$ cat src/rtl/pc_fetch.sv
// PC register and instruction-fetch sequencer.
// Fetches at pc_out over req/gnt/rvalid, then hands the word to decode.
module pc_fetch #(
  parameter logic [31:2] RESET_PC = 30'h0000_0C00
) (
  input  logic        clk,
  input  logic        rst_n,
  input  logic [31:2] npc_in,
  output logic [31:2] pc_out,
  output logic        imem_req,
  output logic [31:2] imem_addr,
  input  logic        imem_gnt,
  input  logic        imem_rvalid,
  input  logic [31:0] imem_rdata,
  output logic        inst_valid,
  input  logic        inst_ready,
  output logic [31:0] inst_out,
  output logic [31:2] inst_pc,
  output logic [31:0] inst_count
);

  typedef enum logic [1:0] {
    BOOT,
    REQ,
    WAIT,
    VALID
  } state_t;

  state_t      state_q;
  state_t      state_d;
  logic [31:2] pc_q;
  logic [31:0] inst_q;
  logic [31:0] count_q;
  logic        xfer;
  logic        capture;

  assign xfer    = (state_q == VALID) && inst_ready;
  assign capture = (state_q == WAIT) && imem_rvalid;

  always_comb begin
    state_d = state_q;
    unique case (state_q)
      BOOT:  state_d = REQ;
      REQ:   if (imem_gnt) state_d = WAIT;
      WAIT:  if (imem_rvalid) state_d = VALID;
      VALID: if (inst_ready) state_d = REQ;
      default: state_d = BOOT;
    endcase
  end

  always_ff @(posedge clk or negedge rst_n) begin
    if (!rst_n) begin
      state_q <= BOOT;
      pc_q    <= RESET_PC;
      inst_q  <= '0;
      count_q <= '0;
    end else begin
      state_q <= state_d;
      if (capture) inst_q <= imem_rdata;
      if (xfer) begin
        pc_q    <= npc_in;
        count_q <= count_q + 32'd1;
      end
    end
  end

  // Handshake outputs come from the state register alone.
  assign imem_req   = (state_q == REQ);
  assign inst_valid = (state_q == VALID);
  assign pc_out     = pc_q;
  assign imem_addr  = pc_q;
  assign inst_pc    = pc_q;
  assign inst_out   = inst_q;
  assign inst_count = count_q;

endmodule

$ cat config.mk
export PLATFORM = sky130hd
export DESIGN_NAME = pc_fetch
export DESIGN_NICKNAME = d
export VERILOG_FILES = /design/src/rtl/pc_fetch.sv
export SDC_FILE = /design/constraint.sdc
export NUM_CORES = 1
export LEC_CHECK = 0
export CAP_MARGIN = 20
export CELL_PAD_IN_SITES_DETAIL_PLACEMENT = 1
export CELL_PAD_IN_SITES_GLOBAL_PLACEMENT = 1
export CORE_ASPECT_RATIO = 0.9
export CORE_MARGIN = 3
export CORE_UTILIZATION = 25
export DETAILED_ROUTE_END_ITERATION = 10
export PLACE_DENSITY = 0.72
export SYNTH_ARGS = -nofsm -noshare
export SYNTH_HDL_FRONTEND = slang
export SYNTH_SLANG_ARGS = --single-unit
$ cat constraint.sdc
create_clock -name clk -period 1.9 [get_ports clk]
set_input_delay 0.19 -clock clk [delete_from_list [all_inputs] [get_ports clk]]
set_output_delay 0.19 -clock clk [all_outputs]
set_load 0.01 [all_outputs]
* After elaboration in Yosys (flattened, before gate mapping)
Index checks and enable logic that the tools add are counted.
** Word-level totals
- Word-level logic and storage cells :: 19
- Input bits :: 67
- Bits in registers :: 96
- Output and inout bits :: 156
** Cells by class
- Eq/ne operators :: 6
- Add/subtract/negate cells :: 1
- Muxes and demuxes :: 4
- Reductions and logical operators :: 4
** Operators with widths (count)
- $add A32 B1 Y32 const B :: 1
- $pmux W2 S4 :: 1
- $mux W2 :: 3
- $eq A2 B2 Y1 const B :: 2
- $ne A2 B1 Y1 const B :: 2
- $reduce_and A3 Y1 :: 1
- $eq A2 B1 Y1 const B :: 1
- $logic_and A1 B1 Y1 :: 2
- $logic_not A2 Y1 :: 1
- $ne A2 B2 Y1 const B :: 1

* Depth between registers and ports, before layout
Gate-level depths: netlist of run 1.
- Depth in word-level cells :: 3
- Gate-level depth with buffers :: 5

* Worst setup path before layout of run 1
OpenSTA, ideal clock, no wires.
- Path type :: register to register
- Start point :: reg state_q[0]
- End point :: reg count_q[25] (netlist: inst_count[25])
- Setup time :: 79 ps
- Buffers on the path :: 0
- Arrival time :: 1630 ps
- Path slack :: 191 ps
- Cell stages (with the launch flop) :: 6
- Data required time :: 1821 ps
- Clock period less this slack :: 1709 ps
- Cells stage by stage :: dfrtp_1 -> ha_1 -> and3_1 -> nand4_1 -> nor4_1 -> xor2_1
** Between the ends
- Cells in the longest elaborated chain, start to end :: 2
** RTL lines
- start: declaration :: RTL line 29 : state_t state_q;
- start signal: assignment :: RTL line 58 : state_q <= state_d;
- $eq A2 B2 Y1
- via inst_valid :: RTL line 15 : output logic inst_valid,
- $logic_and A1 B1 Y1 :: RTL line 37 : assign xfer = (state_q == VALID) && inst_ready;
- end signal: assignment :: RTL line 62 : count_q <= count_q + 32'd1;
- end: declaration :: RTL line 33 : logic [31:0] count_q;
The timed path passes the listed nets, and every way through them passes these cells.
A chain may end at the register's enable or synchronous reset.

* Final worst setup path of run 1
- Start point :: reg state_q[1]
- End point :: out imem_req
** Between the ends
- Cells in the longest elaborated chain, start to end :: 1
** RTL lines
- $eq A2 B1 Y1 :: RTL line 68 : assign imem_req = (state_q == REQ);
- end: declaration :: RTL line 10 : output logic imem_req,
No other way between the ends.

==> out/results.txt, run 1 <==
For the pin with the worst max-slew slack, the measured transition is 0.5877 ns. In the final routed layout, each cell accounts on average for 16.96 um. Slowest library cell on the worst path: sky130_fd_sc_hd__clkdlybuf4s50_1.

The tools report the final antenna diode count as 0. The flow ran to the end, and the final reports show no timing, DRC or antenna violations. The run gives 0.02756 ns as the worst slack after detailed placement.

For the clock latency of the later-clocked register in the worst-skew pair, the log shows 0.35 ns. For this run, design rule violations remaining after detail routing come to 0. The worst setup path is captured at an output port. Detailed routing inserted a total of 3179 vias.

Setup violations remaining at the end of the flow were counted as 0. By instance count, the leading cell after synthesis is sky130_fd_sc_hd__dfrtp_1. The area occupied by multi-input gates is 1455 um2. On the worst path, the slowest cell contributes a delay of 0.59 ns. The H-tree level count was 3; the number of I/O port buffers was 222. The largest fanout of any net on the critical path came out at 4. In this run the worst hold path is classified as primary input to asynchronous set/reset pin. The run gives 3814 as the number of global-route vias before repair. The signal on the critical path passes through inv_1, ha_1, clkdlybuf4s50_1. STA classifies the critical path startpoint as a register. The global route total overflow was 0.

Routability-driven placement finished with a final weighted congestion of 0.7232. Internal reg-to-reg setup slack: 0.13 ns. The Yosys step of the flow raised 0 warnings. In this run the deepest clock path goes through 2 buffers. The fraction of synthesized cell area taken by the top area cell type works out to 0.5385. Summing internal, switching and leakage power gives 10.66 mW. Synthesis handed over a netlist of 338 instances.

The die covers 19100 um2. The count of filler cells inserted in the layout was 1807; the proportion of layout cells with a drive suffix above 1 was 0.1853. The run gives 0 as the max-capacitance violation count.

Summed over all cells, the static leakage comes to 2.872 nW. For the worst flop-to-flop path, the logic depth is 6. The run gives 4368 um2 as the area of the mapped netlist.

Timing would allow up to 0.5539 GHz. The floorplan step set the die height to 131.4 um. For this run, the leading register cell type out of synthesis is sky130_fd_sc_hd__dfrtp_1. The core region area was 17000 um2; the first-pass GRT wire length was 20.61 mm. At the worst endpoint, the required time is 1.71 ns. By area the synthesized netlist is led by sky130_fd_sc_hd__dfrtp_1 (54%), sky130_fd_sc_hd__mux2_2 (16%), sky130_fd_sc_hd__buf_4 (10%), sky130_fd_sc_hd__xnor2_1 (3.6%), sky130_fd_sc_hd__xor2_1 (2.6%). The tree is rooted in a sky130_fd_sc_hd__clkbuf_16.

Counting flops with a built-in enable in the synthesized netlist gives 0. Final-stage net count: 585. After detailed routing, the number of vias per cell comes to 4.222. The average instance in the mapped netlist occupies 12.92 um2.

The total routing resource utilization after global routing is 0.1352. The initial antenna violation count was 0; the initial DRC count was 116. The setup path with the least slack is of type register to output port. TritonCTS built the clock tree. Clock transition at the registers of the reported paths: 0.07 ns.

The number of different library cells used by synthesis comes to 27. On the final layout, the worst clock skew is 0.008799 ns. The run gives 0.6082 as the worst slew margin relative to its limit.

The number of clock buffers added by TritonCTS is 9. The count of pins on the block boundary came out at 223. Counting instances in the post-synthesis netlist gives the leading cell types as sky130_fd_sc_hd__dfrtp_1 (94), sky130_fd_sc_hd__mux2_2 (63), sky130_fd_sc_hd__buf_4 (60). Async set-reset flop share out of synthesis: 1.000. Detailed placement finished with a half-perimeter wire length of 9.835 mm.

Register cell area after layout: 2405 um2. The detail route stage leaves a number of antenna-violating nets equal to 0. The hold violation total from the final report came out at 0. The clock net in this run drives a total of 96 sinks. The count of pins over their slew limit is 0, and the post-route clock period utilization is 0.9502. Entering global routing, the biggest net connects 44 pins.

The signal arrival time at the worst endpoint came out at 1.62 ns. Dominant cell type by area after synthesis: sky130_fd_sc_hd__dfrtp_1. The worst-case IR drop observed on VDD is 0.6824 mV.

Before antenna repair, the detailed router went through 4 iterations. For this block, the routed nets add up to 12.77 mm of wire. Counting both buffers and inverters, the worst setup path holds a total of 2. The critical register-to-register path endpoint is inst_count[22]. The worst path meets setup with 0.09467 ns of slack. The number of rows in the core area is 45, and the setup total negative slack is 0 ns. In this run the critical register-to-register path is launched from state_q[1]. The initial core utilization was 0.2569. The run gives 0.4036 as the post-route core utilization. Grouping stages by cell kind, the critical path spends the most delay in buffers and inverters. The synthesized flop and latch total came out at 96. Dividing total power by cell area gives a power density of 1553 nW/um2. The floorplan step set the die width to 145.3 um.

The sequential share of the synthesized area came out at 0.5506. The synthesized netlist net count is 409. Layout overhead on the synthesized area: 57.12%. Counting I/O delays and the setup requirement, the final critical path takes 1.805 ns.
how the worst max path moves through the flow:
stage	end	cells after the start	startpoint	slack, ns
after CTS	inst_valid	2	state_q[1]	0.03
after floorplan	inst_count[25]	5	state_q[0]	0.19
after detailed placement	inst_count[25]	6	inst_ready	0.03
after global placement	inst_count[27]	6	inst_ready	0.12
after global routing	inst_count[27]	6	state_q[1]	-0.0001
final	imem_req	3	state_q[1]	0.09
final cells by class:
type	instances	share of cell area
Clock inverter	6	0.01677
Timing Repair Buffer	232	0.3402
Tap cell	235	0.04284
Clock buffer	9	0.03282
Multi-Input combinational cell	166	0.2120
Inverter	9	0.004923
Sequential cell	96	0.3504
flip-flops by register name, indices dropped and copies added, names as in the netlist:
| signal | count |
|---|---|
| imem_addr | 30 |
| inst_out | 32 |
| inst_count | 32 |
| state_q | 2 |
per-layer routing:
layer / wire (um) / GRT usage / vias to the layer above
met5: 0 / 0 / -
met4: 167 / 0.04430 / 0
met3: 765 / 0.04517 / 11
met2: 7170 / 0.2556 / 100
met1: 4670 / 0.1398 / 1622
li1: - / - / 1446
where the power goes:
| group | switching [mW] | internal [mW] |
|---|---|---|
| clock | 0.829 | 1.29 |
| combinational | 1.89 | 3.22 |
| sequential | 0.609 | 2.82 |
stage by stage:
step | area [um2] | instances | hold WS (ns)
floorplan | 4368 | 338 | -0.1056
CTS | 6860 | 753 | 0.3115
global placement | 6510 | 737 | 0.1374
finish | 6863 | 753 | 0.2990
detailed placement | 6510 | 737 | 0.1444
global route | 6863 | 753 | 0.3467
timing repair:
item,4_1_cts,5_1_grt
setup buffers,0,0
hold buffers,1,0
setup endpoints to repair,0,11
gates resized for setup,0,1
hold endpoints to repair,25,0
placed cells by master, fill, tap and decap left out, drive strengths merged:
cell             n
nand4           11
bufinv           3
and3             4
and2             2
nor3             5
dfrtp           94
dlygate4sd3      1
or2              1
clkdlybuf4s50  221
a21oi            2
nor4b            1
nor2             6
nor4             5
inv             11
or3              1
ha               4
nand3           11
and4             6
xor2            13
clkinvlp         1
xnor2           18
nand4b           2
clkbuf           9
dfstp            2
a222oi           1
nand2           10
buf             10
mux2            63
cell families (layout without fill, tap and decap cells):
kind of cell | Yosys count | count (layout) | synth area share
DFF | 96 | 96 | 0.5506
buffers and inverters | 76 | 256 | 0.1169
and+or+nand+nor | 65 | 65 | 0.09195
muxes | 63 | 63 | 0.1624
xor gates and xnor gates | 31 | 31 | 0.06216
adders and majority gates | 4 | 4 | 0.01146
AOI/OAI and AO/OA | 3 | 3 | 0.004583
Note: power is estimated with default switching activity, not from simulation.
==> run 2, diff against run 1 <==
--- a/config.mk
+++ b/config.mk
@@ -13,6 +13,7 @@
 export CORE_UTILIZATION = 25
 export DETAILED_ROUTE_END_ITERATION = 10
 export PLACE_DENSITY = 0.72
+export REMOVE_ABC_BUFFERS = 1
 export SYNTH_ARGS = -nofsm -noshare
 export SYNTH_HDL_FRONTEND = slang
 export SYNTH_SLANG_ARGS = --single-unit
==> run 2 against run 1 <==
Effect of this change:
- non-clock buffer count grew 1
- global-route usage grew 0.38 points
- worst setup slack gained 0.016 ns
- sequential share of layout area grew 0.11 points
- core utilization shrank 0.13 points
- largest cell class unchanged
- critical path type unchanged
==> out/results.txt, run 2 (same netlist as run 1, synthesis figures left out) <==
The flow ran to the end, and the final reports show no timing, DRC or antenna violations. The run gives 19100 um2 (unchanged) as the area of the die. Reg-to-reg critical path startpoint: state_q[1] (unchanged).

The tools report the category of the worst setup path capture point as an output port (unchanged). The tools report the number of buffers on the longest clock path as 2 (unchanged). Clock skew after layout: 0.007565 ns (was 0.008799 ns). The number of buffers inserted by post-CTS setup repair is 0 (unchanged).

The class of the most critical hold timing path was primary input to asynchronous set/reset pin (unchanged). The run gives 0 (unchanged) as the number of remaining DRC errors. The logs give 0.7195 (was 0.7232) for the placer's final routability congestion estimate and 0.35 ns (about the same) for the clock latency of the later-clocked register in the worst-skew pair. The core region area is 17000 um2 (unchanged), and the signal arrival time at the worst endpoint is 1.60 ns (was 1.62 ns). The first-pass GRT wire length is 21.20 mm (was 20.61 mm).

The tools report the maximum number of pins on one net before global-route repair as 42 (was 44). The clock sink total was 96 (unchanged); the initial antenna violation count was 0 (unchanged). For the worst slew margin relative to its limit, the log shows 0.6171 (was 0.6082). The mean number of vias per cell was 4.217 (was 4.222).

Commonest cells after routing, fill and taps aside: sky130_fd_sc_hd__clkdlybuf4s50_1 (220), sky130_fd_sc_hd__dfrtp_1 (94), sky130_fd_sc_hd__mux2_2 (63) (was sky130_fd_sc_hd__clkdlybuf4s50_1 (221), sky130_fd_sc_hd__dfrtp_1 (94), sky130_fd_sc_hd__mux2_2 (63)). The proportion of layout cells with a drive suffix above 1 was 0.1808 (was 0.1853). The count of pins on the block boundary is 223 (unchanged). The clock transition at the registers of the reported paths is 0.06 ns (was 0.07 ns). The tools report the wire length after detailed routing as 12.92 mm (was 12.77 mm). Largest fanout of any net on the critical path: 4 (unchanged).

The power per cell area was 1538 nW/um2 (was 1553 nW/um2); the estimated wirelength of the detail-placed design was 9.899 mm (was 9.835 mm). Number of I/O port buffers: 222 (unchanged). The start point of the critical path is state_q[1] (unchanged).

The total routing resource utilization after global routing is 0.1390 (was 0.1352). The worst-case vdd ir drop is 0.7446 mV (was 0.6824 mV), and the horizontal die dimension is 145.3 um (unchanged). Max-capacitance violation count: 0 (unchanged). Number of global-route vias before repair: 3744 (was 3814). The routed wirelength normalized by instance count came out at 17.11 um (was 16.96 um). TritonCTS built the clock tree. The logs give 0.20 ns (was 0.13 ns) for the internal reg-to-reg setup slack and 6842 um2 (was 6863 um2) for the post-route cell area.

The number of buffers inserted during clock tree synthesis came out at 9 (unchanged). The global route total overflow came out at 0 (unchanged). Worst slack after detailed placement: 0.09689 ns (was 0.02756 ns). The tools report the end point of the critical path as imem_req (unchanged). The logs give 0 (unchanged) for the hold violation total from the final report and 586 (was 585) for the final-stage net count. The routed via count came out at 3184 (was 3179). The number of rows in the core area is 45 (unchanged). The post-route worst setup slack was 0.1105 ns (was 0.09467 ns). The run gives 3 (unchanged) as the H-tree level count. The layout overhead on the synthesized area works out to 56.63% (was 57.12%). Post-route clock period utilization: 0.9418 (was 0.9502). Setup repair after global routing left no endpoint under its margin. Leading cell type in the layout, fill and taps excluded: sky130_fd_sc_hd__clkdlybuf4s50_1 (unchanged). Number of nets with antenna violations after detailed routing: 0 (unchanged). The tools report the cell chosen for the clock root as sky130_fd_sc_hd__clkbuf_16 (unchanged). The count of cells along the worst register-to-register path came out at 5 (was 6).

For the initial core utilization, the log shows 0.2569 (unchanged). The y dimension of the die was 131.4 um (unchanged); the count of pins over their slew limit was 0 (unchanged). The final antenna diode count was 0 (unchanged); the slew at the pin closest to its max-slew limit was 0.5744 ns (was 0.5877 ns). The tools report the highest clock frequency the design can meet as 0.5588 GHz (was 0.5539 GHz). The critical register-to-register path endpoint is inst_count[28] (was inst_count[22]).

Classification of the worst setup path: register to output port (unchanged). The run gives 0 (unchanged) as the final setup violation count. Element type at the critical path start: a register (unchanged). The placed instance area was 6518 um2 (was 6510 um2); the leakage power was 2.871 nW (was 2.872 nW). The initial DRC count is 94 (was 116), and the number of detailed-route iterations in the first pass is 4 (unchanged). For the post-route core utilization, the log shows 0.4024 (was 0.4036). The final period demand of the worst path works out to 1.790 ns (was 1.805 ns). Required time of the critical path: 1.71 ns (about the same).
run 2: cell count changes in the layout (fill, tap and decap cells not counted), sizes merged:
cell           delta
clkinvlp          -1
clkbuf            +4
clkdlybuf4s50     -1
clkinv            +1
buf               +1
dlygate4sd2       +1
bufinv            -1
inv               -2
run 2: report_power, final:
group	switching [mW]	internal, mW	leakage, nW
Sequential	0.689	2.82	1.19
Combinational	1.87	3.21	1.53
Clock	0.750	1.19	0.154
Total	3.31	7.21	2.87
run 2: worst min-delay path by stage:
| stage | slack (ns) | cells after the start | from | endpoint |
|---|---|---|---|---|
| CTS | 0.37 | 2 | rst_n | inst_count[28] |
| floorplan | -0.11 | 0 | rst_n | imem_addr[10] |
| global placement | 0.17 | 1 | rst_n | inst_count[26] |
| global route | 0.38 | 2 | rst_n | inst_count[28] |
| finish | 0.36 | 2 | rst_n | inst_count[26] |
| detailed placement | 0.18 | 1 | rst_n | inst_count[26] |
run 2: final cells by class:
cell class                 count  area [um2]
fill                        1815       10160
sequential                    96        2405
timing repair buffer         233        2341
multi-input combinational    166        1453
tap                          235       294.0
clock buffer                  13       250.2
clock inverter                 3       65.06
inverter                       9       33.78
run 2: what timing repair did:
action / in CTS / in global routing
endpoints found under the setup margin: 1 / 0
endpoints found under the hold margin: 29 / 0
gates resized for setup: 1 / 0
hold buffers: 1 / 0
run 2: through the flow:
step | instances | hold WS, ns | power, mW | TNS [ns]
CTS | 755 | 0.3664 | 10.74 | 0
global placement | 738 | 0.1680 | 8.588 | 0
floorplan | 271 | -0.1056 | 5.148 | -1.072
global route | 755 | 0.3792 | 11.20 | 0
finish | 755 | 0.3559 | 10.52 | 0
detailed placement | 738 | 0.1771 | 8.704 | 0
run 2: worst max-delay path, cell delays in order, from the launching register on:
cell and delay [ns]:
sky130_fd_sc_hd__dfrtp_1 0.41, sky130_fd_sc_hd__inv_1 0.08, sky130_fd_sc_hd__ha_1 0.18, sky130_fd_sc_hd__clkdlybuf4s50_1 0.59
run 2: per-layer routing:
layer,wire length (um),GRT usage,up-vias
li1,-,-,1445
met1,5495,0.1637,1575
met2,6072,0.2245,157
met3,1271,0.07483,7
met4,76,0.03165,0
met5,0,0,-
==> run 3, diff against run 2 <==
==> constraint.sdc (replaced) <==
create_clock -name clk -period 2.02 [get_ports clk]
set_input_delay 0.202 -clock clk [delete_from_list [all_inputs] [get_ports clk]]
set_output_delay 0.202 -clock clk [all_outputs]
set_load 0.01 [all_outputs]
==> run 3 against run 2 <==
Effect of this change:
- combinational power fell by 6.1%
- sequential cell count did not move
- non-clock buffer count fell by 3
- clock skew fell by 0.0013 ns
- critical path type unchanged
- critical endpoint unchanged
- sequential power fell by 6.3%
- sequential share of layout area rose by 0.058 points
- clock power fell by 8%
- largest cell class unchanged
==> out/results.txt, run 3 (same netlist as run 1, synthesis figures left out) <==
The run finished with clean final reports. The worst path needs 1.826 ns of the cycle, external delays included. Wire length after detailed routing: 12.75 mm (was 12.92 mm).

The highest clock frequency the design can meet was 0.5477 GHz. Class of the most critical hold timing path: primary input to asynchronous set/reset pin (unchanged). Category of the worst setup path capture point: an output port (unchanged).

The longest individual stage delay on the worst path was 0.60 ns (was 0.59 ns); the hold violation total from the final report was 0 (unchanged). The tools report the count of pins over their slew limit as 0 (unchanged). The register share of total power was 0.334 (was 0.333); the worst slew margin relative to its limit was 0.6435 (was 0.6171). The clock transition at the registers of the reported paths works out to 0.07 ns (was 0.06 ns).

The slowest library cell on the worst path is sky130_fd_sc_hd__clkdlybuf4s50_1 (unchanged). The power per cell area is 1442 nW/um2 (was 1538 nW/um2), and the clock latency of the later-clocked register in the worst-skew pair is 0.35 ns (about the same). For the estimated wirelength of the detail-placed design, the log shows 9.746 mm (was 9.899 mm).

For the number of remaining DRC errors, the log shows 0 (unchanged). The fraction of power spent switching nets was 0.3191 (was 0.3145). The number of I/O port buffers was 222 (unchanged); the first-pass GRT wire length was 21.19 mm (was 21.20 mm). The placed instance area is 6495 um2 (was 6518 um2). The tools report the number of buffers on the longest clock path as 2 (unchanged).

The number of nets with antenna violations after detailed routing came out at 0 (unchanged). TritonCTS built the clock tree. For the H-tree level count, the log shows 3 (unchanged).

For the maximum number of pins on one net before global-route repair, the log shows 44 (was 42). The number of detailed-route iterations in the first pass is 4 (unchanged), and the count of filler cells inserted in the layout is 1811 (was 1815). The logs give 9 (unchanged) for the number of buffers inserted during clock tree synthesis and 0.3413 ns (was 0.3559 ns) for the worst hold margin. The clock skew after layout was 0.006300 ns (was 0.007565 ns); the final antenna diode count was 0 (unchanged).

The horizontal die dimension works out to 145.3 um (unchanged). The run gives 19100 um2 (unchanged) as the area of the die. The part of the power in combinational logic was 0.484 (was 0.482); the setup total negative slack was 0 ns (unchanged). The area occupied by multi-input gates is 1461 um2 (was 1453 um2). Crit path cell chain: inv_1, ha_1, clkdlybuf4s50_1 (unchanged). The global route total overflow is 0 (unchanged), and the signal arrival time at the worst endpoint is 1.62 ns (was 1.60 ns). The run gives 0 (unchanged) as the initial antenna violation count. Commonest cells after routing, fill and taps aside: sky130_fd_sc_hd__clkdlybuf4s50_1 (221), sky130_fd_sc_hd__dfrtp_1 (94), sky130_fd_sc_hd__mux2_2 (63) (was sky130_fd_sc_hd__clkdlybuf4s50_1 (220), sky130_fd_sc_hd__dfrtp_1 (94), sky130_fd_sc_hd__mux2_2 (63)). The required time of the critical path was 1.82 ns (was 1.71 ns); the worst slack after detailed placement was 0.07571 ns (was 0.09689 ns). The slew at the pin closest to its max-slew limit was 0.5347 ns (was 0.5744 ns). Leading cell type in the layout, fill and taps excluded: sky130_fd_sc_hd__clkdlybuf4s50_1 (unchanged).

The routed wirelength normalized by instance count is 16.95 um (was 17.11 um). The total buffers and inverters traversed by the critical path is 2 (unchanged). The final-stage net count was 583 (was 586); the initial DRC count was 109 (was 94). Placer's final routability congestion estimate: 0.7149 (was 0.7195). For the leakage power, the log shows 2.851 nW (was 2.871 nW).

The max-capacitance violation count is 0 (unchanged). The cell-internal power was 6.707 mW (was 7.214 mW). The layout overhead on the synthesized area is 56.37% (was 56.63%), and the y dimension of the die is 131.4 um (unchanged).

The number of buffers inserted by post-CTS setup repair was 0 (unchanged); the post-route clock period utilization was 0.9039. The cell chosen for the clock root was sky130_fd_sc_hd__clkbuf_16 (unchanged). The kind of cell adding the most delay to the critical path is buffers and inverters (unchanged).

The register cell area after layout was 2405 um2 (unchanged). The post-route cell area is 6830 um2 (was 6842 um2), and the power dissipated by switching net loads is 3.144 mW (was 3.309 mW). Classification of the worst setup path: register to output port (unchanged).

The core region area was 17000 um2 (unchanged). The proportion of layout cells with a drive suffix above 1 is 0.1857 (was 0.1808), and the total routing resource utilization after global routing is 0.1385 (was 0.1390). The worst-case vdd ir drop was 0.7211 mV (was 0.7446 mV); the final setup violation count was 0 (unchanged). For the count of pins on the block boundary, the log shows 223 (unchanged). The post-route worst setup slack was 0.1941 ns (was 0.1105 ns); the largest fanout of any net on the critical path was 4 (unchanged). The tools report the element type at the critical path start as a register (unchanged). The clock sink total is 96 (unchanged). For the number of rows in the core area, the log shows 45 (unchanged).

Setup repair after global routing left no endpoint under its margin. The part of the total power dissipated in the clock network is 0.182 (was 0.184), and the initial core utilization is 0.2569 (unchanged). The mean number of vias per cell was 4.234 (was 4.217).

For the number of global-route vias before repair, the log shows 3765 (was 3744). The routed via count was 3184 (unchanged).
run 3: cell count changes in the layout (fill, tap and decap cells not counted), sizes merged:
cell,previous run,this run
buf,11,8
clkbuf,13,11
bufinv,2,1
clkdlybuf4s50,220,221
clkinv,1,2
clkinvlp,0,1
dlygate4sd2,1,0
inv,9,10
run 3: final timing paths:
kind                                     start             end  slack, ns  cells after the start
worst max-delay path                state_q[1]        imem_req       0.19                      3
worst min-delay path                     rst_n  inst_count[29]       0.34                      2
min in group clk                    npc_in[13]   imem_addr[13]       0.46                      2
max in group asynchronous                rst_n   imem_addr[12]       0.95                      3
worst max register to register      state_q[1]  inst_count[29]       0.21                      6
worst min register to register  inst_count[31]  inst_count[31]       0.47                      1
run 3: metal layers:
| layer | routed length (um) | vias to the layer above | GRT usage | part of all wire |
|---|---|---|---|---|
| met5 | 0 | - | 0 | 0 |
| met4 | 130 | 0 | 0.03534 | 0.010 |
| met3 | 1272 | 11 | 0.07138 | 0.10 |
| met2 | 6057 | 157 | 0.2274 | 0.48 |
| met1 | 5288 | 1570 | 0.1605 | 0.41 |
| li1 | - | 1446 | - | - |
run 3: through the flow:
| step | utilization | instances | total power, mW |
|---|---|---|---|
| 2_1_floorplan | - | 271 | 4.842 |
| 3_3_place_gp | 0.3820 | 735 | 8.066 |
| 3_5_place_dp | 0.3820 | 735 | 8.155 |
| 4_1_cts | 0.4012 | 752 | 10.06 |
| 5_1_grt | 0.4017 | 752 | 10.49 |
| 6_report | 0.4017 | 752 | 9.851 |
run 3: power groups by stage:
| stage | logic (mW) | clock network (mW) | registers, mW |
|---|---|---|---|
| 2_1_floorplan | 0.995 | 0 | 3.85 |
| 3_3_place_gp | 4.77 | 0 | 3.30 |
| 3_5_place_dp | 4.82 | 0 | 3.34 |
| 4_1_cts | 4.86 | 1.88 | 3.32 |
| 5_1_grt | 5.08 | 1.98 | 3.43 |
| 6_report | 4.77 | 1.79 | 3.29 |
run 3: layout make-up:
cell class | count | share of cell area
clock buffers | 11 | 0.03700
clock inverters | 5 | 0.009342
repair buffers | 230 | 0.3396
inverters | 9 | 0.004946
multi-input cells | 166 | 0.2140
flip-flops and latches | 96 | 0.3521
well taps | 235 | 0.04305
run 3: timing repair:
action / CTS / global route
setup endpoints to repair: 0 / 3
hold endpoints to repair: 28 / 0
gates resized for setup: 0 / 2
hold buffers: 1 / 0
run 3: worst reg2reg max path: cells and delay by family, from the launching register on:
kind	cells	cell delay [ns]
adders and majority gates	1	0.27
and+or+nand+nor	3	0.69
buffers and inverters	1	0.19
DFF	1	0.40
xor gates and xnor gates	1	0.18
